<file path="src/rtl/accumulator_memory_arbiter_if.sv">
// ---------------------------------------------------------------------------
// accumulator_memory_arbiter_if
//
// Processor-side bus of the accumulator shared memory. One lane per
// processor, packed side by side in each vector.
//   req    : per-processor bus request            (processor -> memory)
//   grant  : one-hot bus grant, registered         (memory -> processor)
//   op     : 2 bits per processor, [2i+1:2i]       (processor -> memory)
//            00 NOP, 01 FETCH, 10 SEND, 11 NOP
//   signal : one-cycle op strobe per processor     (processor -> memory)
//   write  : 32-bit SEND word per processor        (processor -> memory)
//   read   : broadcast FETCH data                   (memory -> processor)
// Modports: master = processor side, slave = memory/arbiter side.
// ---------------------------------------------------------------------------
interface accumulator_memory_arbiter_if #(
  parameter int NUM_PROC = 4
);
  logic [NUM_PROC-1:0]    req;
  logic [NUM_PROC-1:0]    grant;
  logic [2*NUM_PROC-1:0]  op;
  logic [NUM_PROC-1:0]    signal;
  logic [32*NUM_PROC-1:0] write;
  logic [31:0]            read;

  modport master (
    output req, op, signal, write,
    input  grant, read
  );

  modport slave (
    input  req, op, signal, write,
    output grant, read
  );
endinterface

</file>
<file path="src/rtl/accumulator_memory_arbiter.sv">
// ---------------------------------------------------------------------------
// accumulator_memory_arbiter
//
// Shared-memory responder for the accumulator processor bus. Owns a LIFO
// operand stack that is preloaded through the load port; processors take
// turns (round-robin) to FETCH operands and SEND back sums until a single
// result remains on the stack.
//
// Ports:
//   clk        : system clock, rising edge
//   reset      : synchronous reset, active low (0 = reset)
//   bus        : processor bus (slave modport): req/grant/op/signal/write/read
//   load_en    : preload push strobe, accepted only while load_ready
//   load_data  : preload value
//   load_ready : high when the arbiter is idle with no grant active
//   count      : current stack occupancy (0..DEPTH)
//   done       : count==1, no outstanding fetches and no requests
//   result     : stack top (0 when empty), valid while done
//   err        : sticky; fetch on empty or push on full
//
// Optional build macro ACCUM_MEM_STATS_EN adds:
//   fetch_cnt  : saturating count of successful FETCHes
//   send_cnt   : saturating count of successful SENDs
// ---------------------------------------------------------------------------
module accumulator_memory_arbiter #(
  parameter int NUM_PROC = 4,
  parameter int DEPTH    = 16,
  parameter int AW       = 4
) (
  input  logic                        clk,
  input  logic                        reset,
  accumulator_memory_arbiter_if.slave bus,
  input  logic                        load_en,
  input  logic [31:0]                 load_data,
  output logic                        load_ready,
  output logic [AW:0]                 count,
  output logic                        done,
  output logic [31:0]                 result,
  output logic                        err
`ifdef ACCUM_MEM_STATS_EN
  ,
  output logic [15:0]                 fetch_cnt,
  output logic [15:0]                 send_cnt
`endif
);

  localparam int PW = (NUM_PROC > 1) ? $clog2(NUM_PROC) : 1;
  // Outstanding-fetch tracker width; it saturates rather than wraps.
  localparam int OW = 8;

  localparam logic [AW:0]   CNT_ONE   = 1;
  localparam logic [AW:0]   CNT_FULL  = (AW+1)'(DEPTH);
  localparam logic [OW-1:0] OUT_ONE   = 1;
  localparam logic [OW-1:0] OUT_TWO   = 2;
  localparam logic [OW-1:0] OUT_MAX   = '1;
  localparam logic [1:0]    OP_FETCH  = 2'b01;
  localparam logic [1:0]    OP_SEND   = 2'b10;

  typedef enum logic [1:0] {
    S_IDLE,
    S_OWN,
    S_RELEASE
  } state_t;

  state_t              state_q, state_d;
  logic [NUM_PROC-1:0] grant_q, grant_d;
  logic [PW-1:0]       ptr_q, ptr_d;
  logic [31:0]         read_q, read_d;
  logic [AW:0]         count_q, count_d;
  logic [OW-1:0]       outst_q, outst_d;
  logic                err_q, err_d;

  logic [31:0]         stack_q [DEPTH];
  logic                push_en;
  logic [31:0]         push_data;

  logic [AW-1:0]       top_idx;
  logic [31:0]         top_word;
  logic                empty;
  logic                full;

  logic [1:0]          own_op;
  logic                own_sig;
  logic                own_req;
  logic [31:0]         own_wdata;

  logic                win_found;
  logic [PW-1:0]       win_idx;

  // count==DEPTH leaves the low AW bits at 0, so subtracting one still
  // lands on the last entry.
  assign top_idx  = count_q[AW-1:0] - AW'(1);
  assign top_word = stack_q[top_idx];
  assign empty    = (count_q == '0);
  assign full     = (count_q == CNT_FULL);

  // While owning, ptr_q is the granted processor; only its lane is looked at.
  assign own_op    = bus.op[2*int'(ptr_q) +: 2];
  assign own_sig   = bus.signal[ptr_q];
  assign own_req   = bus.req[ptr_q];
  assign own_wdata = bus.write[32*int'(ptr_q) +: 32];

  // Round-robin search: first requester strictly after the last winner.
  always_comb begin
    win_found = 1'b0;
    win_idx   = ptr_q;
    for (int i = 1; i <= NUM_PROC; i++) begin
      if (!win_found && bus.req[(int'(ptr_q) + i) % NUM_PROC]) begin
        win_found = 1'b1;
        win_idx   = PW'((int'(ptr_q) + i) % NUM_PROC);
      end
    end
  end

  always_comb begin
    state_d   = state_q;
    grant_d   = grant_q;
    ptr_d     = ptr_q;
    read_d    = read_q;
    count_d   = count_q;
    outst_d   = outst_q;
    err_d     = err_q;
    push_en   = 1'b0;
    push_data = '0;

    unique case (state_q)
      S_IDLE: begin
        // A load and an arbitration win may land in the same cycle.
        if (load_en && load_ready) begin
          if (full) begin
            err_d = 1'b1;
          end else begin
            push_en   = 1'b1;
            push_data = load_data;
            count_d   = count_q + CNT_ONE;
          end
        end
        if (win_found) begin
          grant_d          = '0;
          grant_d[win_idx] = 1'b1;
          ptr_d            = win_idx;
          state_d          = S_OWN;
        end
      end

      S_OWN: begin
        if (own_sig) begin
          if (own_op == OP_FETCH) begin
            if (empty) begin
              read_d = '0;
              err_d  = 1'b1;
            end else begin
              read_d  = top_word;
              count_d = count_q - CNT_ONE;
              if (outst_q != OUT_MAX) begin
                outst_d = outst_q + OUT_ONE;
              end
            end
          end else if (own_op == OP_SEND) begin
            if (full) begin
              err_d = 1'b1;
            end else begin
              push_en   = 1'b1;
              push_data = own_wdata;
              count_d   = count_q + CNT_ONE;
              outst_d   = (outst_q > OUT_ONE) ? (outst_q - OUT_TWO) : '0;
            end
          end
        end
        // An op strobed in the release cycle has already been handled above.
        if (!own_req) begin
          grant_d = '0;
          state_d = S_RELEASE;
        end
      end

      S_RELEASE: begin
        state_d = S_IDLE;
      end

      default: begin
        state_d = S_IDLE;
      end
    endcase
  end

  always_ff @(posedge clk) begin
    if (!reset) begin
      state_q <= S_IDLE;
      grant_q <= '0;
      ptr_q   <= PW'(NUM_PROC - 1);
      read_q  <= '0;
      count_q <= '0;
      outst_q <= '0;
      err_q   <= 1'b0;
    end else begin
      state_q <= state_d;
      grant_q <= grant_d;
      ptr_q   <= ptr_d;
      read_q  <= read_d;
      count_q <= count_d;
      outst_q <= outst_d;
      err_q   <= err_d;
    end
  end

  // Stack storage has no reset; occupancy alone defines its contents.
  always_ff @(posedge clk) begin
    if (reset && push_en) begin
      stack_q[count_q[AW-1:0]] <= push_data;
    end
  end

`ifdef ACCUM_MEM_STATS_EN
  logic [15:0] fetch_cnt_q, fetch_cnt_d;
  logic [15:0] send_cnt_q, send_cnt_d;
  logic        fetch_ok;
  logic        send_ok;

  always_comb begin
    fetch_ok    = (state_q == S_OWN) && own_sig && (own_op == OP_FETCH) && !empty;
    send_ok     = (state_q == S_OWN) && own_sig && (own_op == OP_SEND) && !full;
    fetch_cnt_d = fetch_cnt_q;
    send_cnt_d  = send_cnt_q;
    if (fetch_ok && (fetch_cnt_q != 16'hFFFF)) begin
      fetch_cnt_d = fetch_cnt_q + 16'd1;
    end
    if (send_ok && (send_cnt_q != 16'hFFFF)) begin
      send_cnt_d = send_cnt_q + 16'd1;
    end
  end

  always_ff @(posedge clk) begin
    if (!reset) begin
      fetch_cnt_q <= '0;
      send_cnt_q  <= '0;
    end else begin
      fetch_cnt_q <= fetch_cnt_d;
      send_cnt_q  <= send_cnt_d;
    end
  end

  assign fetch_cnt = fetch_cnt_q;
  assign send_cnt  = send_cnt_q;
`endif

  assign bus.grant  = grant_q;
  assign bus.read   = read_q;
  assign load_ready = (state_q == S_IDLE) && (grant_q == '0);
  assign count      = count_q;
  assign err        = err_q;
  assign result     = empty ? 32'd0 : top_word;
  assign done       = (count_q == CNT_ONE) && (outst_q == '0) && (bus.req == '0);

endmodule

</file>
<file path="src/flat_wrapper.sv">
// flat-port wrapper written by rule: the top's interface ports become plain ports
module accumulator_memory_arbiter_flat 
#(
  parameter int NUM_PROC = 4,
  parameter int DEPTH    = 16,
  parameter int AW       = 4
)
  (clk, reset, load_en, load_data, load_ready, count, done, result, err, bus_req, bus_op, bus_signal, bus_write, bus_grant, bus_read);
  accumulator_memory_arbiter_if #(.NUM_PROC(NUM_PROC)) bus_i ();
  input  logic clk;
  input  logic reset;
  input  logic load_en;
  input  logic [31:0] load_data;
  output logic load_ready;
  output logic [AW:0] count;
  output logic done;
  output logic [31:0] result;
  output logic err;
  input wire logic [$bits(bus_i.req)-1:0] bus_req;
  input wire logic [$bits(bus_i.op)-1:0] bus_op;
  input wire logic [$bits(bus_i.signal)-1:0] bus_signal;
  input wire logic [$bits(bus_i.write)-1:0] bus_write;
  output wire logic [$bits(bus_i.grant)-1:0] bus_grant;
  output wire logic [$bits(bus_i.read)-1:0] bus_read;
  assign bus_i.req = bus_req;
  assign bus_i.op = bus_op;
  assign bus_i.signal = bus_signal;
  assign bus_i.write = bus_write;
  assign bus_grant = bus_i.grant;
  assign bus_read = bus_i.read;
  accumulator_memory_arbiter #(.NUM_PROC(NUM_PROC), .DEPTH(DEPTH), .AW(AW)) u_core (.clk(clk), .reset(reset), .bus(bus_i), .load_en(load_en), .load_data(load_data), .load_ready(load_ready), .count(count), .done(done), .result(result), .err(err));
endmodule
</file>
<file path="config.mk">
export PLATFORM = sky130hd
export DESIGN_NAME = accumulator_memory_arbiter_flat
export DESIGN_NICKNAME = d
export VERILOG_FILES = /design/src/rtl/accumulator_memory_arbiter_if.sv /design/src/rtl/accumulator_memory_arbiter.sv /design/src/flat_wrapper.sv
export SDC_FILE = /design/constraint.sdc
export NUM_CORES = 1
export LEC_CHECK = 0
export CAP_MARGIN = 20
export CORE_ASPECT_RATIO = 0.75
export CORE_MARGIN = 1.5
export CORE_UTILIZATION = 50
export CTS_CLUSTER_SIZE = 28
export DETAILED_ROUTE_END_ITERATION = 12
export PLACE_DENSITY_LB_ADDON = 0.25
export SYNTH_ARGS = -nofsm -noshare
export SYNTH_HDL_FRONTEND = slang
export SYNTH_SLANG_ARGS = --single-unit
export TNS_END_PERCENT = 1
</file>
<file path="constraint.sdc">
create_clock -name clk -period 6.4 [get_ports clk]
set_input_delay 1.28 -clock clk [delete_from_list [all_inputs] [get_ports clk]]
set_output_delay 1.28 -clock clk [all_outputs]
set_load 0.01 [all_outputs]
</file>
# After elaboration in Yosys (flattened, before gate mapping)
# Memories as Yosys holds them, arrays and structs flattened.
# Cells that the tools add are included.
# op_classes
add_sub_neg	9
order_cmp	8
n_eq_ne	16
n_shift	2
mux	68
bitwise_logic	4
reduce_logical	30
# op_table
operator	n
two-way mux 32 bit	7
variable part select 128 x 8 -> 32 bit	1
one-hot mux 32 bit (2 select lines)	1
two-way mux 8 bit	6
two-way mux 5 bit	6
two-way mux 1 bit	28
less-than comparator 3 x 4 -> 1 bit, second input constant	4
binary-select mux 1 bit (select 2 bit)	6
two-way mux 2 bit	6
one-hot mux 5 bit (2 select lines)	1
AND reduction 5 bit	2
logical AND 1 bit	9
adder 8 x 1 -> 8 bit, second input constant	1
> comparator 8 x 1 -> 1 bit, second input constant	1
logical NOT 4 bit	2
logical NOT 8 bit	1
two-way mux 4 bit	2
!= test 2 bit, second input constant	4
!= test 8 bit, second input constant	1
one-hot mux 4 bit (2 select lines)	1
OR reduction 2 bit	4
variable part select 8 x 4 -> 2 bit	1
subtractor 8 x 2 -> 8 bit, second input constant	1
less-than comparator 2 x 3 -> 1 bit, second input constant	2
other kinds (25)	39
# totals
register_bits	54
mem_bits_rw	512
out_inout_bits	76
elab_cells	145
memories	1
# memory_table
name	words	width	rd	rd_ports_with_merged_regs	wr	line_no	rtl
u_core.stack_q	16	32	1	0	1	accumulator_memory_arbiter.sv:73	logic [31:0] stack_q [DEPTH];

# Longest topological paths before layout
# depth
word_depth	22
depth_mapped	13
mapped_depth_nobuf	8

# Worst setup path after synthesis
# Ideal clock, no wire load.
# synth_timing
path_type	input -> register
start	input bus_op[6]
end	memory u_core.stack_q[12][0] (enable)
setup_time_ns	0.421
arrival_time_ns	4.242
t_required_ns	5.979
slack_ns	1.737
stages	8
path_cell_list	mux4_2 > ha_1 > clkbuf_1 > nor2_1 > and3_1 > clkbuf_1 > o211ai_1 > nor2_1
# synth_between
elab_chain_cells	9
word_cells_on_any_way	10
classes_between	eq/ne: 2; shift: 1; mux: 6; reduce/logical: 1
# synth_rtl
item	line_no	rtl
start: declaration	flat_wrapper.sv:20	input wire logic [$bits(bus_i.op)-1:0] bus_op;
variable part select 8 x 4 -> 2 bit *	accumulator_memory_arbiter.sv:98	assign own_op = bus.op[2*int'(ptr_q) +: 2];
equality test 2 bit	accumulator_memory_arbiter.sv:159	end else if (own_op == OP_SEND) begin
two-way mux 1 bit	accumulator_memory_arbiter.sv:159	
two-way mux 1 bit *	accumulator_memory_arbiter.sv:148	if (own_op == OP_FETCH) begin
two-way mux 1 bit *	accumulator_memory_arbiter.sv:147	if (own_sig) begin
one-hot mux 1 bit (2 select lines) *	accumulator_memory_arbiter.sv:126	unique case (state_q)
logical AND 1 bit *	accumulator_memory_arbiter.sv:209	if (reset && push_en) begin
two-way mux 1 bit *	accumulator_memory_arbiter.sv:209	
two-way mux 1 bit (not written as such) *	accumulator_memory_arbiter.sv:210	stack_q[count_q[AW-1:0]] <= push_data;
end: declaration	accumulator_memory_arbiter.sv:73	
# Every way passes the cells marked *; elsewhere a longest branch is shown, timed or not.

# Worst setup path after layout
# layout_timing
start	register u_core.count_q[0] (netlist: u_core.count[0])
end	output result[20]
# layout_between
elab_chain_cells	3
word_cells_on_any_way	4
classes_between	add/sub: 1; mux: 1; reduce/logical: 1; memory: 1
# layout_rtl
item	line_no	rtl
start: declaration	accumulator_memory_arbiter.sv:69	logic [AW:0] count_q, count_d;
start signal: assignment	accumulator_memory_arbiter.sv:201	count_q <= count_d;
subtractor 4 x 1 -> 4 bit	accumulator_memory_arbiter.sv:92	assign top_idx = count_q[AW-1:0] - AW'(1);
memory read (16 x 32 bit)	--	
two-way mux 32 bit *	accumulator_memory_arbiter.sv:252	assign result = empty ? 32'd0 : top_word;
end: declaration	flat_wrapper.sv:17	output logic [31:0] result;
# Marked as above.

==> run_results.csv <==
group,metric,value,unit
sta,rsz0062_at_grt,"no",
grt,antenna_found_initial,1,
setup_path,path_class,"flip-flop to output pin",
clock_tree,clockBufferDepth,3,
setup_path,arrival,4.05,ns
sta,worst_hold_slack,0.469,ns
clock_tree,path_clk_slew,0.06,ns
synth,synth_enable_flop_cells,512,
die,core_region_area,46100,sq um
grt,grt_pass1_wl,86300,um
power_and_ir_drop,power_density,354,nW/um^2
route,postRouteWirelength,57600,um
setup_path,startpoint,"u_core.count[0]$_SDFFE_PN0P_",
route,dr.pass1.iters,5,
setup_path,crit_path_end_kind,"output pin",
clock_tree,root_buffer,"clkbuf_16",
clock_tree,cts_max_level,2,
sta,worstMarginPinSlew,0.987,ns
placement,placed_cells,2096,
die,start_util,50.8,%
synth,syn_nets,1455,
clock_tree,cts_buffers,53,
layout,drive_gt1_share,19.9,%
min_path,hold_path.startpoint,"u_core.bus.read[20]$_SDFFE_PN0P_",
sta,final_hold_viol_count,0,
power_and_ir_drop,p_leak,0.00907,uW
power_and_ir_drop,swShare,28.6,%
power_and_ir_drop,internal_power,7280,uW
sta,setup_violations,0,
clock_tree,post_cts_buffers,0,
sta,maxSlewViolCount,0,
synth,netlist_area,23400,sq um
sta,final.min_clock_period,5.33,ns
synth,synth_top_cell_area_share,65.7,%
synth,ys_ff_latch,566,
synth,yosysTopAreaCell,"edfxtp_1",
synth,synth_seq_area_share,70.3,%
sta,fmax,188,MHz
route,vias_per_cell,6.11,
power_and_ir_drop,power,10200,uW
route,drt_iter0_drc,1203,
synth,yosys_warnings,0,
layout,layoutNonFillerInstCount,2197,
flow_run,maxCapViolations,0,
setup_path,cp_max_fo,56,
layout,fin_nets,1714,
placement,place_hpwl,36600,um
die,die_y,190,um
clock_tree,hold_buffers,0,
grt,grt_max_degree,114,
clock_tree,cts_tree,"done",
clock_tree,clock_sink_count,566,
grt,grt_pass1_vias,13806,
clock_tree,cts_resized,0,
grt,grt_usage,24.3,%
synth,syn_avg_cell_area,18.5,sq um
layout,nFillCells,3258,
sta,clock_skew,0.0157,ns
sta,slew_headroom,34.2,%
sta,finalCritPeriodShare,83.2,%
die,ios,255,
layout,area_growth,22.9,%
die,dieArea,48200,sq um
die,die_w,253,um
power_and_ir_drop,combPwrFrac,27.9,%
power_and_ir_drop,ir_drop,0.213,mV
route,route.detailed.drc,0,
placement,io_buffers,254,
clock_tree,insertion_delay,0.58,ns
power_and_ir_drop,clkPwrFrac,30.3,%
synth,ys_types,57,
layout,final_util,62.4,%
setup_path,timing.reg2reg.setup_slack,2.00,ns
power_and_ir_drop,seqPwrFrac,41.8,%
synth,netlist_instances,1264,
synth,synthFlopType,"edfxtp_1",
synth,synth-async-reset-ratio,0,%
route,via_count,13430,
min_path,hold_path.class,"flip-flop to flip-flop",
setup_path,r2r-start,"u_core.ptr_q[0]$_SDFFE_PN1P_",
status,status,"complete, no violations",
placement,place_congestion,0.823,
route,ant_nets,0,
sta,fin_setup_tns,0,ns
setup_path,crit_required,5.12,ns
synth,synth_area_leaders,"edfxtp_1 (66%), mux4_2 (16%), dfxtp_1 (4.6%)",
die,rows,68,
power_and_ir_drop,p_switching,2920,uW
route,wire_per_inst,26.2,um
setup_path,cp-start-kind,"flip-flop",
grt,overflow,0,
-- registers in the layout, indices dropped and copies added, names as in the netlist --
| name | cells |
|---|---|
| u_core.state_q | 2 |
| u_core.bus.read | 32 |
| u_core.err | 1 |
| u_core.outst_q | 8 |
| u_core.stack_q | 512 |
| u_core.ptr_q | 2 |
| u_core.count | 5 |
| u_core.bus.grant | 4 |
-- worst paths after layout --
kind | end | depth (start not counted)
worst max-delay path | result[20] | 8
worst min-delay path | u_core.bus.read[20]$_SDFFE_PN0P_ | 1
worst max register to register | u_core.stack_q[14][5]$_DFFE_PP_ | 8
worst min register to register | u_core.bus.read[20]$_SDFFE_PN0P_ | 1
-- power by group through the flow --
stage	Clock, uW	Combinational [uW]	Sequential [uW]
finish	3090	2850	4270
global route	3270	3050	4280
CTS	3130	2870	4270
detailed placement	0	2860	4350
global placement	0	2830	4350
floorplan	0	1790	4300
-- cells in the final DEF, fill, tap and decap left out, drive strengths merged, types with 5 or more instances in the layout --
cell type,Yosys,layout
dfxtp,54,54
o21a,7,7
edfxtp,512,512
mux4,164,164
buf,41,40
or4,5,5
clkinv,1,21
ha,12,12
nand3,8,8
nor2b,38,38
nand2b,6,6
o211ai,5,5
a22o,65,65
o21ai,77,77
clkbuf,49,69
clkdlybuf4s50,0,254
nand2,17,17
a31oi,36,36
inv,9,12
nor3,7,7
nor2,41,41
mux2i,5,5
a21oi,18,18
a211oi,34,34
-- layer usage --
metal | GRT usage [%] | vias to the layer above | share of wire (%) | wire, um
li1 | - | 5798 | - | -
met1 | 36.2 | 7011 | 44 | 25300
met2 | 38.3 | 558 | 48 | 27400
met3 | 4.18 | 61 | 7.1 | 4090
met4 | 4.58 | 2 | 1.3 | 733
met5 | 0 | - | 0.023 | 13
-- cell usage after synthesis (2+ instances only) --
cell type,instances
a31oi_1,36
and2_1,4
nor3b_1,3
nand2_1,17
inv_2,2
o211ai_1,5
buf_4,4
and4_1,2
and3_1,3
o21ai_0,50
nor4_1,3
a211oi_1,34
xnor2_1,3
or2_1,2
nor2b_1,38
nor2_1,41
o21ai_1,27
or4_1,5
or4b_1,3
a21oi_1,18
edfxtp_1,512
a22oi_1,4
o22ai_1,2
ha_1,12
mux4_2,164
a22o_1,65
mux2i_1,5
nor3_1,7
dfxtp_1,54
nand2b_1,6
buf_2,27
inv_1,7
or3_1,2
buf_1,10
nand3_1,8
o211a_1,2
nand4_1,3
o21a_1,7
clkbuf_1,49
-- logic make-up after synthesis --
group / synth area share, %
muxes: 16.0
xor gates and xnor gates: 0.112
buffers and inverters: 1.81
DFF: 70.3
adders and majority gates: 0.641
AOI/OAI and AO/OA: 7.58
and+or+nand+nor: 3.59
-- per-stage QoR --
stage | area, sq um | worst slack [ns]
after global placement | 26800 | 1.21
after global routing | 28800 | 0.812
final | 28800 | 1.07
after detailed placement | 27000 | 1.12
after CTS | 28700 | 1.01
after floorplan | 23400 | 1.74
-- worst max-delay path, cell delays in order, from the launching register on --
cell	delay, ns
dfxtp_4	0.64
inv_2	0.15
ha_4	0.75
buf_12	0.41
mux4_2	0.36
nor2b_1	0.14
a211oi_1	0.31
a31oi_1	0.11
clkdlybuf4s50_1	0.54
-- area by class of cell --
type	instances	area (sq um)	area share, %
flip-flops and latches	566	16500	57.2
multi-input cells	598	6730	23.4
repair buffers	294	3060	10.6
clock buffers	69	1450	5.03
well taps	630	788	2.74
clock inverters	29	256	0.891
inverters	10	37.5	0.130
diodes	1	2.50	0.00869
(Power assumes the default switching activity.)
